**src/rtl/alu_issue_stage_pkg.sv**
```systemverilog
// Shared ALU definitions: operation and flag enums, RV32I opcodes and the
// issue record carried across the ID/EX boundary.
package definitions;

   localparam int XLEN = 32;
   localparam int ILEN = 32;

   typedef enum logic [3:0] {
      ADD,
      SUB,
      SLL,
      SLT,
      SLTU,
      XOR,
      SRL,
      SRA,
      OR,
      AND,
      FWD
   } alu_operation_t;

   typedef enum logic {
      LOW  = 1'b0,
      HIGH = 1'b1
   } flag_t;

   localparam logic [6:0] OP      = 7'b0110011;
   localparam logic [6:0] OP_IMM  = 7'b0010011;
   localparam logic [6:0] LUI     = 7'b0110111;
   localparam logic [6:0] AUIPC   = 7'b0010111;
   localparam logic [6:0] LOAD    = 7'b0000011;
   localparam logic [6:0] STORE   = 7'b0100011;

   localparam logic [6:0] F7_BASE = 7'b0000000;
   localparam logic [6:0] F7_ALT  = 7'b0100000;

   typedef struct packed {
      alu_operation_t  opSel;
      logic [XLEN-1:0] bus_a;
      logic [XLEN-1:0] bus_b;
      logic [4:0]      rd_addr;
      flag_t           reg_wr;
      flag_t           illegal;
   } alu_issue_t;

   typedef enum logic [1:0] {
      EMPTY,
      ONE,
      FULL
   } buf_state_t;

   localparam alu_issue_t ISSUE_RESET = '{
      opSel:   ADD,
      bus_a:   '0,
      bus_b:   '0,
      rd_addr: 5'd0,
      reg_wr:  LOW,
      illegal: LOW
   };

   // Operation selected by funct3 when funct7 carries no alternate form.
   function automatic alu_operation_t base_op(input logic [2:0] f3);
      alu_operation_t op;
      case (f3)
         3'b000:  op = ADD;
         3'b001:  op = SLL;
         3'b010:  op = SLT;
         3'b011:  op = SLTU;
         3'b100:  op = XOR;
         3'b101:  op = SRL;
         3'b110:  op = OR;
         default: op = AND;
      endcase
      return op;
   endfunction

endpackage

```
**src/rtl/alu_issue_stage_decoder.sv**
```systemverilog
// Combinational RV32I decode: maps one instruction plus its operands onto
// the ALU operation, the two operand buses and the write-back flags.
module alu_decoder
   import definitions::*;
(
   input  logic [ILEN-1:0] instr,
   input  logic [XLEN-1:0] pc,
   input  logic [XLEN-1:0] rs1,
   input  logic [XLEN-1:0] rs2,
   output alu_issue_t      issue
);

   logic [6:0]      opcode;
   logic [2:0]      f3;
   logic [6:0]      f7;
   logic [4:0]      rd;
   logic [XLEN-1:0] imm_i;
   logic [XLEN-1:0] imm_s;
   logic [XLEN-1:0] imm_u;
   logic [XLEN-1:0] shamt;

   assign opcode = instr[6:0];
   assign f3     = instr[14:12];
   assign f7     = instr[31:25];
   assign rd     = instr[11:7];
   assign imm_i  = {{(XLEN-12){instr[31]}}, instr[31:20]};
   assign imm_s  = {{(XLEN-12){instr[31]}}, instr[31:25], instr[11:7]};
   assign imm_u  = {{(XLEN-31){instr[31]}}, instr[30:12], 12'b0};
   assign shamt  = {{(XLEN-5){1'b0}}, instr[24:20]};

   alu_operation_t  op;
   logic [XLEN-1:0] op_a;
   logic [XLEN-1:0] op_b;
   logic            writes;
   logic            bad;

   always_comb begin
      // NOTE: every variable is given a default before the case so that no
      // decode path leaves it unassigned and infers a latch.
      op     = ADD;
      op_a   = '0;
      op_b   = '0;
      writes = 1'b0;
      bad    = 1'b0;
      unique case (opcode)
         OP: begin
            op_a   = rs1;
            op_b   = rs2;
            writes = 1'b1;
            if (f7 == F7_BASE)                      op  = base_op(f3);
            else if (f7 == F7_ALT && f3 == 3'b000)  op  = SUB;
            else if (f7 == F7_ALT && f3 == 3'b101)  op  = SRA;
            else                                    bad = 1'b1;
         end
         OP_IMM: begin
            op_a   = rs1;
            writes = 1'b1;
            op     = base_op(f3);
            // Shifts reuse the upper immediate bits as a funct7 qualifier.
            if (f3 == 3'b001 || f3 == 3'b101) begin
               op_b = shamt;
               if (f3 == 3'b101 && f7 == F7_ALT) op  = SRA;
               else if (f7 != F7_BASE)           bad = 1'b1;
            end else begin
               op_b = imm_i;
            end
         end
         LUI: begin
            op     = FWD;
            op_a   = imm_u;
            writes = 1'b1;
         end
         AUIPC: begin
            op_a   = pc;
            op_b   = imm_u;
            writes = 1'b1;
         end
         LOAD: begin
            op_a   = rs1;
            op_b   = imm_i;
            writes = 1'b1;
         end
         STORE: begin
            op_a = rs1;
            op_b = imm_s;
         end
         default: bad = 1'b1;
      endcase
   end

   // Illegal encodings travel on as inert ADD 0,0 so only the trap flag matters.
   always_comb begin
      issue         = ISSUE_RESET;
      issue.rd_addr = rd;
      if (bad) begin
         issue.illegal = HIGH;
      end else begin
         issue.opSel  = op;
         issue.bus_a  = op_a;
         issue.bus_b  = op_b;
         issue.reg_wr = (writes && rd != 5'd0) ? HIGH : LOW;
      end
   end

endmodule

```
**src/rtl/alu_issue_stage.sv**
```systemverilog
// ID/EX issue register: decodes the incoming instruction and holds it in a
// two-entry skid buffer so that in_ready comes straight from a flop.
module alu_issue_stage
   import definitions::*;
#(
   parameter int DATA_WIDTH  = XLEN,
   parameter int INSTR_WIDTH = ILEN
) (
   input  logic                   clk,
   input  logic                   rstN,
   input  logic                   in_valid,
   output logic                   in_ready,
   input  logic [INSTR_WIDTH-1:0] instr,
   input  logic [DATA_WIDTH-1:0]  pc,
   input  logic [DATA_WIDTH-1:0]  rs1_data,
   input  logic [DATA_WIDTH-1:0]  rs2_data,
   input  logic                   flush,
   output logic                   out_valid,
   input  logic                   out_ready,
   output alu_operation_t         opSel,
   output logic [DATA_WIDTH-1:0]  bus_a,
   output logic [DATA_WIDTH-1:0]  bus_b,
   output logic [4:0]             rd_addr,
   output flag_t                  reg_wr,
   output flag_t                  illegal
);

   alu_issue_t dec_issue;

   alu_decoder u_decoder (
      .instr (instr),
      .pc    (pc),
      .rs1   (rs1_data),
      .rs2   (rs2_data),
      .issue (dec_issue)
   );

   buf_state_t state_q, state_d;
   alu_issue_t main_q, main_d;
   alu_issue_t skid_q, skid_d;
   logic       in_ready_q, in_ready_d;
   logic       out_valid_q, out_valid_d;
   logic       accept;
   logic       take;

   assign accept = in_valid & in_ready_q;
   assign take   = out_valid_q & out_ready;

   always_ff @(posedge clk or negedge rstN) begin
      if (!rstN) begin
         // NOTE: the entry registers are reset as well, because their
         // contents drive the outputs directly and must read as ADD 0,0.
         state_q     <= EMPTY;
         main_q      <= ISSUE_RESET;
         skid_q      <= ISSUE_RESET;
         in_ready_q  <= 1'b1;
         out_valid_q <= 1'b0;
      end else begin
         // NOTE: non-blocking assignments so every flop samples the values
         // from before this edge regardless of statement order.
         state_q     <= state_d;
         main_q      <= main_d;
         skid_q      <= skid_d;
         in_ready_q  <= in_ready_d;
         out_valid_q <= out_valid_d;
      end
   end

   always_comb begin
      state_d = state_q;
      main_d  = main_q;
      skid_d  = skid_q;
      if (flush) begin
         state_d = EMPTY;
      end else begin
         unique case (state_q)
            EMPTY: begin
               if (accept) begin
                  main_d  = dec_issue;
                  state_d = ONE;
               end
            end
            ONE: begin
               if (accept && take) begin
                  main_d = dec_issue;
               end else if (accept) begin
                  skid_d  = dec_issue;
                  state_d = FULL;
               end else if (take) begin
                  state_d = EMPTY;
               end
            end
            FULL: begin
               // in_ready is low here, so the only event is the skid draining.
               if (take) begin
                  main_d  = skid_q;
                  state_d = ONE;
               end
            end
            default: state_d = EMPTY;
         endcase
      end
   end

   always_comb begin
      in_ready_d  = (state_d != FULL);
      out_valid_d = (state_d != EMPTY);
   end

   assign in_ready  = in_ready_q;
   assign out_valid = out_valid_q;
   assign opSel     = main_q.opSel;
   assign bus_a     = main_q.bus_a;
   assign bus_b     = main_q.bus_b;
   assign rd_addr   = main_q.rd_addr;
   assign reg_wr    = main_q.reg_wr;
   assign illegal   = main_q.illegal;

endmodule
```
**config.mk**
```make
export PLATFORM = sky130hd
export DESIGN_NAME = alu_issue_stage
export DESIGN_NICKNAME = d
export VERILOG_FILES = /design/src/rtl/alu_issue_stage_pkg.sv /design/src/rtl/alu_issue_stage_decoder.sv /design/src/rtl/alu_issue_stage.sv
export SDC_FILE = /design/constraint.sdc
export NUM_CORES = 1
export LEC_CHECK = 0
export CORE_UTILIZATION = 49
export DETAILED_ROUTE_END_ITERATION = 16
export PLACE_DENSITY = 0.87
export SETUP_SLACK_MARGIN = 0.5
export SYNTH_ARGS = -nofsm -noshare
export SYNTH_HDL_FRONTEND = slang
export SYNTH_SLANG_ARGS = --single-unit
export TNS_END_PERCENT = 20
```
**constraint.sdc**
```tcl
create_clock -name clk -period 2.42 [get_ports clk]
set_input_delay 0.363 -clock clk [delete_from_list [all_inputs] [get_ports clk]]
set_output_delay 0.363 -clock clk [all_outputs]
set_load 0.01 [all_outputs]
```
**Word level (Yosys, flattened, before mapping)**

Cells that the tools add are included.
Widths: inputs -> output; s select.

- Bits in registers: 154
- Bits in latches: 0
- Memory bits (writable): 0
- Bits in read-only memories: 0
- Input bits: 133
- Output and inout bits: 77
- Logic and storage cells: 88
- Memories kept: 0

- $add $sub $neg: 0
- Multiply operators: 0
- Divide/modulo/power cells: 0
- Magnitude comparators: 0
- Equal/unequal tests: 19
- Shifts and indexed selects: 0
- Muxes and demuxes: 33
- Bitwise gates (word level): 4
- Reductions and logical operators: 17

Operators by type and width:

| kind | count |
|---|---|
| $mux 75 | 3 |
| $pmux 75 s3 | 1 |
| $pmux 32 s5 | 1 |
| $pmux 32 s3 | 1 |
| $mux 68 | 1 |
| $mux 32 | 1 |
| $eq 7x6->1 const B | 4 |
| $pmux 4 s7 | 1 |
| $mux 4 | 4 |
| $eq 7x5->1 const B | 2 |
| $mux 2 | 6 |
| $pmux 4 s3 | 1 |
| $mux 1 | 10 |
| $eq 3x3->1 const B | 3 |
| $ne 2x2->1 const B | 4 |
| $reduce_or 4->1 | 2 |
| $eq 7x2->1 const B | 1 |
| $logic_not 7->1 | 1 |
| $reduce_bool 7->1 | 1 |
| $eq 3x2->1 const B | 2 |
| $pmux 2 s3 | 1 |
| $reduce_and 5->1 | 1 |
| $reduce_bool 5->1 | 1 |
| $reduce_or 5->1 | 1 |
| 14 further kinds | 19 |

**Depth between registers and ports, before layout**

- Word-level depth: 9
- Depth in mapped cells: 8
- Mapped depth without buffers: 5

**Modules after synthesis**

Synthesis repeated with hierarchy kept, for this count alone.

- Cells, all modules: 706
- Area total of the unflattened synthesis: 8,495.6 µm²

By module, submodules not included:

| module | times used | cells an instance | area each (µm²) | seq. area each (µm²) |
|---|---|---|---|---|
| alu_issue_stage | 1 | 422 | 6,647.6 | 3,854.9 |
| alu_decoder | 1 | 284 | 1,848.0 | 0.0 |

**Worst setup path after synthesis**

OpenSTA, ideal clock, no wires.

- Path kind: input to register
- Start: input instr[25]
- End: register main_q, in the netlist bus_b[11]
- Library setup time: 0.080 ns
- Arrival: 1.843 ns
- Required time: 2.340 ns
- Path slack: 0.497 ns
- Stages: 7
- Path buffers: 2
- Cells stage by stage: or4_4 -> nor2_8 -> o311a_1 -> buf_4 -> nand4_4 -> buf_6 -> o22ai_2

- Longest elaborated chain between the ends: 9
- Elaborated cells on any way between the ends: 16

RTL lines:

| what | RTL line | source |
|---|---|---|
| start: declaration | alu_issue_stage.sv:13 | `input logic [INSTR_WIDTH-1:0] instr,` |
| $eq 7x6->1 | alu_issue_stage_decoder.sv:51, alu_issue_stage_decoder.sv:52, alu_issue_stage_decoder.sv:62 |  |
| $logic_and 1x1->1 | alu_issue_stage_decoder.sv:52, alu_issue_stage_decoder.sv:62 |  |
| $mux 1 | alu_issue_stage_decoder.sv:52 | `else if (f7 == F7_ALT && f3 == 3'b101) op = SRA;` |
| $mux 1 | alu_issue_stage_decoder.sv:51 | `else if (f7 == F7_ALT && f3 == 3'b000) op = SUB;` |
| $mux 1 | alu_issue_stage_decoder.sv:50 | `if (f7 == F7_BASE) op = base_op(f3);` |
| $pmux 1 s3 * | alu_issue_stage_decoder.sv:45 | `unique case (opcode)` |
| $mux 68 * | alu_issue_stage_decoder.sv:95 | `if (bad) begin` |
| $mux 75 (on tied branches) | alu_issue_stage.sv:84, alu_issue_stage.sv:78 |  |
| $pmux 75 s3 * | alu_issue_stage.sv:76 | `unique case (state_q)` |
| end signal: assignment | alu_issue_stage.sv:62 | `main_q <= main_d;` |
| end: declaration | alu_issue_stage.sv:39 | `alu_issue_t main_q, main_d;` |

Mark *: on every way between the ends. The rest lies on a longest branch, timed or not. The select of a mux whose other input is x is not followed.
A chain may end at the register's enable or synchronous reset.

**Final worst setup path**

- Start: input instr[30]
- End: register main_q, in the netlist bus_a[26]

The elaborated chain is that of the path after synthesis.

==> flow_summary.toml <==
[critical_path]
worst-r2r-setup-slack_ps = 520
critical_path.max_stage_delay_ps = 540
buf_inv_on_cp = 5
cpMaxStageDelayCell = "sky130_fd_sc_hd__clkdlybuf4s50_1"
ordered_list_of_cells_on_the_worst_path = "clkdlybuf4s50_1 -> nor2b_4 -> a311oi_2 -> buf_4 -> o311ai_4 -> nor3_4 -> buf_6 -> buf_4 -> buf_12 -> a221o_1"
worst_path_most_repeated_cell = "sky130_fd_sc_hd__buf_4"
crit_required_ps = 2730
worstSetupStartpointType = "primary input"
worst-setup-path-type = "primary input to flip-flop"
setup.worst_path.end_class = "flip-flop"
path_delay_family = "buffers and inverters"
critical_path_peak_fanout = 6
worst_path_arrival_time_ps = 2250

[die]
die_width_microns = 128
die_y_microns = 128
placeableCoreArea_sq_um = 15400
ios = 210
start_util_pct = 50.7
fp.dieArea_sq_um = 16400
std_cell_rows = 45

[yosys]
asyncSetResetFlopFracSynth_pct = 100
synth_enable_flop_cells = 0
synth_top_flop_cell = "sky130_fd_sc_hd__dfrtp_1"
netlist_area_sq_um = 7790
synthesis.yosys.warnings = 0
synth_area_per_cell_sq_um = 10.0
synthDistinctLibCells = 59
syn-num-nets = 910
synth_sequential_area_ratio_pct = 49.5
synth_cells = 777
synth_seq_cells = 154

[timing]
post-route-period-util_pct = 80.1
relSlewSlack_pct = 63.6
worstMarginPinSlew_ps = 545
timing.clock.skew_ps = 6.61
setup_viol = 0
timing_max_transition_violations_final = 0
layout_min_cycle_time_ps = 1940
grt_setup_unrepaired = "true"
final_hold_viol_count = 0
fin_hold_ws_ps = 415
achievable-frequency_ghz = 0.516

[detailed_routing]
via_count = 7759
wl_per_cell_microns = 22.1
detail_route.drc_violations = 0
postRouteAntennaNets = 0
drt_first_pass_iters = 5
route.detailed.vias_per_inst = 6.30
wl_microns = 27200
initialDrtViolationCount = 736

[clock_tree]
max-clock-path-buffers = 2
cts_root_buf = "sky130_fd_sc_hd__clkbuf_16"
cts_inserted_buffers = 17
htree_levels = 4
clkSlewWorstSetupHoldPaths_ps = 60
tritoncts = "done"
clock_sink_count = 154
worstSkewPairLatency_ps = 430

[global_route]
grt_pass1_vias = 7668
globalRoute.busiestLayer = "met2"
total_routing_resource_utilization_after_global_routing_pct = 33.2
largest_net_degree_at_the_start_of_global_routing = 59
use_met3_pct = 8.39
grt_remaining_overflow = 0
grt_util_met1_pct = 42.5
grt_antenna_before_repair = 1
globalRouteMet2Util_pct = 53.9
first_pass_grt_wire_length_microns = 41200

[power]
power_per_cell_area_nw_per_um2 = 638
worst_vdd_ir_uv = 539
power.leakage_uw = 0.00494

[placed_design]
post_dp_cell_area_sq_um = 10500
hpwl_microns = 17500
port-buffer-count = 209
final_estimated_routing_congestion_in_global_placement = 0.879

[run_status]
run_status = "completed"

[layout]
most_common_library_cell_in_the_layout_ignoring_fill_and_taps = "sky130_fd_sc_hd__clkdlybuf4s50_1"
most-common-layout-cells = "sky130_fd_sc_hd__clkdlybuf4s50_1 (192), sky130_fd_sc_hd__dfrtp_1 (153), sky130_fd_sc_hd__nand2_1 (121), sky130_fd_sc_hd__buf_4 (46), sky130_fd_sc_hd__o21ai_0 (38)"
final_net_count = 1138
post-route-cell-area_sq_um = 11600
multiInputGateArea_sq_um = 3880
fillers = 985
synthToLayoutAreaGrowth_pct = 49.1
post_route_cells_drive_above_1_share_pct = 17.9
seqCellArea_sq_um = 3850

[run]
cap_violations = 0

[min_path]
worst_hold_path_type = "primary input to flip-flop"
state kept, by name (all words and copies together) (netlist names):
register and flops:
illegal 1, bus_b 32, reg_wr 1, opSel 4, bus_a 32, state_q 2
skid_q 75, rd_addr 5, in_ready 1, out_valid 1
cells in the mapped netlist (all sizes together) (3+ instances only):
library cell / instances / area, sq um
mux2i: 31 / 310
a221oi: 19 / 166
a21oi: 32 / 160
inv: 5 / 18.8
nand3: 22 / 110
a21boi: 3 / 22.5
xor2: 3 / 26.3
nor2b: 6 / 37.5
a221o: 24 / 240
nand2b: 3 / 18.8
mux2: 6 / 67.6
or4: 3 / 26.3
o41ai: 4 / 35.0
a211oi: 3 / 22.5
clkbuf: 54 / 203
o211ai: 20 / 150
o21ai: 40 / 200
nand2: 123 / 469
a22oi: 13 / 97.6
o31ai: 43 / 323
dfrtp: 153 / 3830
o22ai: 27 / 294
nor2: 39 / 163
a32oi: 6 / 52.6
o2bb2ai: 20 / 175
buf: 23 / 130
and3: 25 / 156
metrics by stage:
step	cells	power [uW]	setup slack (ps)	utilization (%)	TNS, ps
after floorplan	777	3710	503	-	0
after global routing	1229	7670	443	75.5	0
after detailed placement	1178	4720	-92.8	68.4	-3680
final	1231	7410	481	75.6	0
after CTS	1225	7380	469	74.1	0
after global placement	1178	4680	-20.7	68.4	-20.9
worst paths after layout:
check | from | endpoint | cells past startpoint
hold / removal | instr[2] | skid_q[71]$_DFFE_PN0P_ | 3
min in group asynchronous | rstN | rd_addr[1]$_DFFE_PN0P_ | 2
setup reg to reg | state_q[1]$_DFF_PN0_ | bus_a[26]$_DFFE_PN0P_ | 9
max in group asynchronous | rstN | bus_b[22]$_DFFE_PN0P_ | 3
setup / recovery | instr[30] | bus_a[26]$_DFFE_PN0P_ | 10
hold reg to reg | skid_q[61]$_DFFE_PN0P_ | skid_q[61]$_DFFE_PN0P_ | 2
area by class of cell:
| type | instances | area share (%) |
|---|---|---|
| clock inverters | 7 | 0.765 |
| flip-flops and latches | 154 | 33.2 |
| diodes | 2 | 0.0431 |
| repair buffers | 286 | 25.9 |
| well taps | 211 | 2.27 |
| multi-input cells | 541 | 33.4 |
| clock buffers | 25 | 4.26 |
| inverters | 5 | 0.162 |
timing repair:
item | 4_1_cts | 5_1_grt
hold endpoints to repair | 53 | 0
hold buffers | 1 | 0
gates resized for setup | 31 | 39
pin swaps | 10 | 16
buffers inserted | 11 | 3
setup endpoints to repair | 136 | 73
gates cloned | 3 | 1
power breakdown:
part | leakage (uW) | switching (uW) | internal [uW] | total, uW
registers | 0.00207 | 167 | 2840 | 3000
clock network | 0.000291 | 1040 | 1620 | 2660
logic | 0.00259 | 837 | 908 | 1750
total | 0.00494 | 2040 | 5370 | 7410
per-layer routing:
layer  wire [microns]  vias up
li1                 -     3378
met1            10100     3747
met2            13100      543
met3             2920       91
met4              965        0
met5                0        -
worst reg2reg max path: stages, from the launching register on:
cell	delay (ps)
sky130_fd_sc_hd__dfrtp_1	390
sky130_fd_sc_hd__nand3b_1	220
sky130_fd_sc_hd__o21ai_1	100
sky130_fd_sc_hd__buf_4	150
sky130_fd_sc_hd__nand2b_4	130
sky130_fd_sc_hd__nor3_4	60
sky130_fd_sc_hd__buf_6	140
sky130_fd_sc_hd__buf_4	130
sky130_fd_sc_hd__buf_12	130
sky130_fd_sc_hd__a221o_1	330
logic make-up (layout without fill, tap and decap cells):
kind of cell	after synthesis	after routing	synth area share (%)
AO/OA/AOI/OAI	263	263	26.2
XOR/XNOR	5	5	0.562
AND/OR/NAND/NOR	236	236	14.4
other	0	2	0
multiplexers	37	37	4.85
flip-flops	154	154	49.5
buffers and inverters	82	323	4.51
No activity file was read; power rests on OpenSTA's default activity.
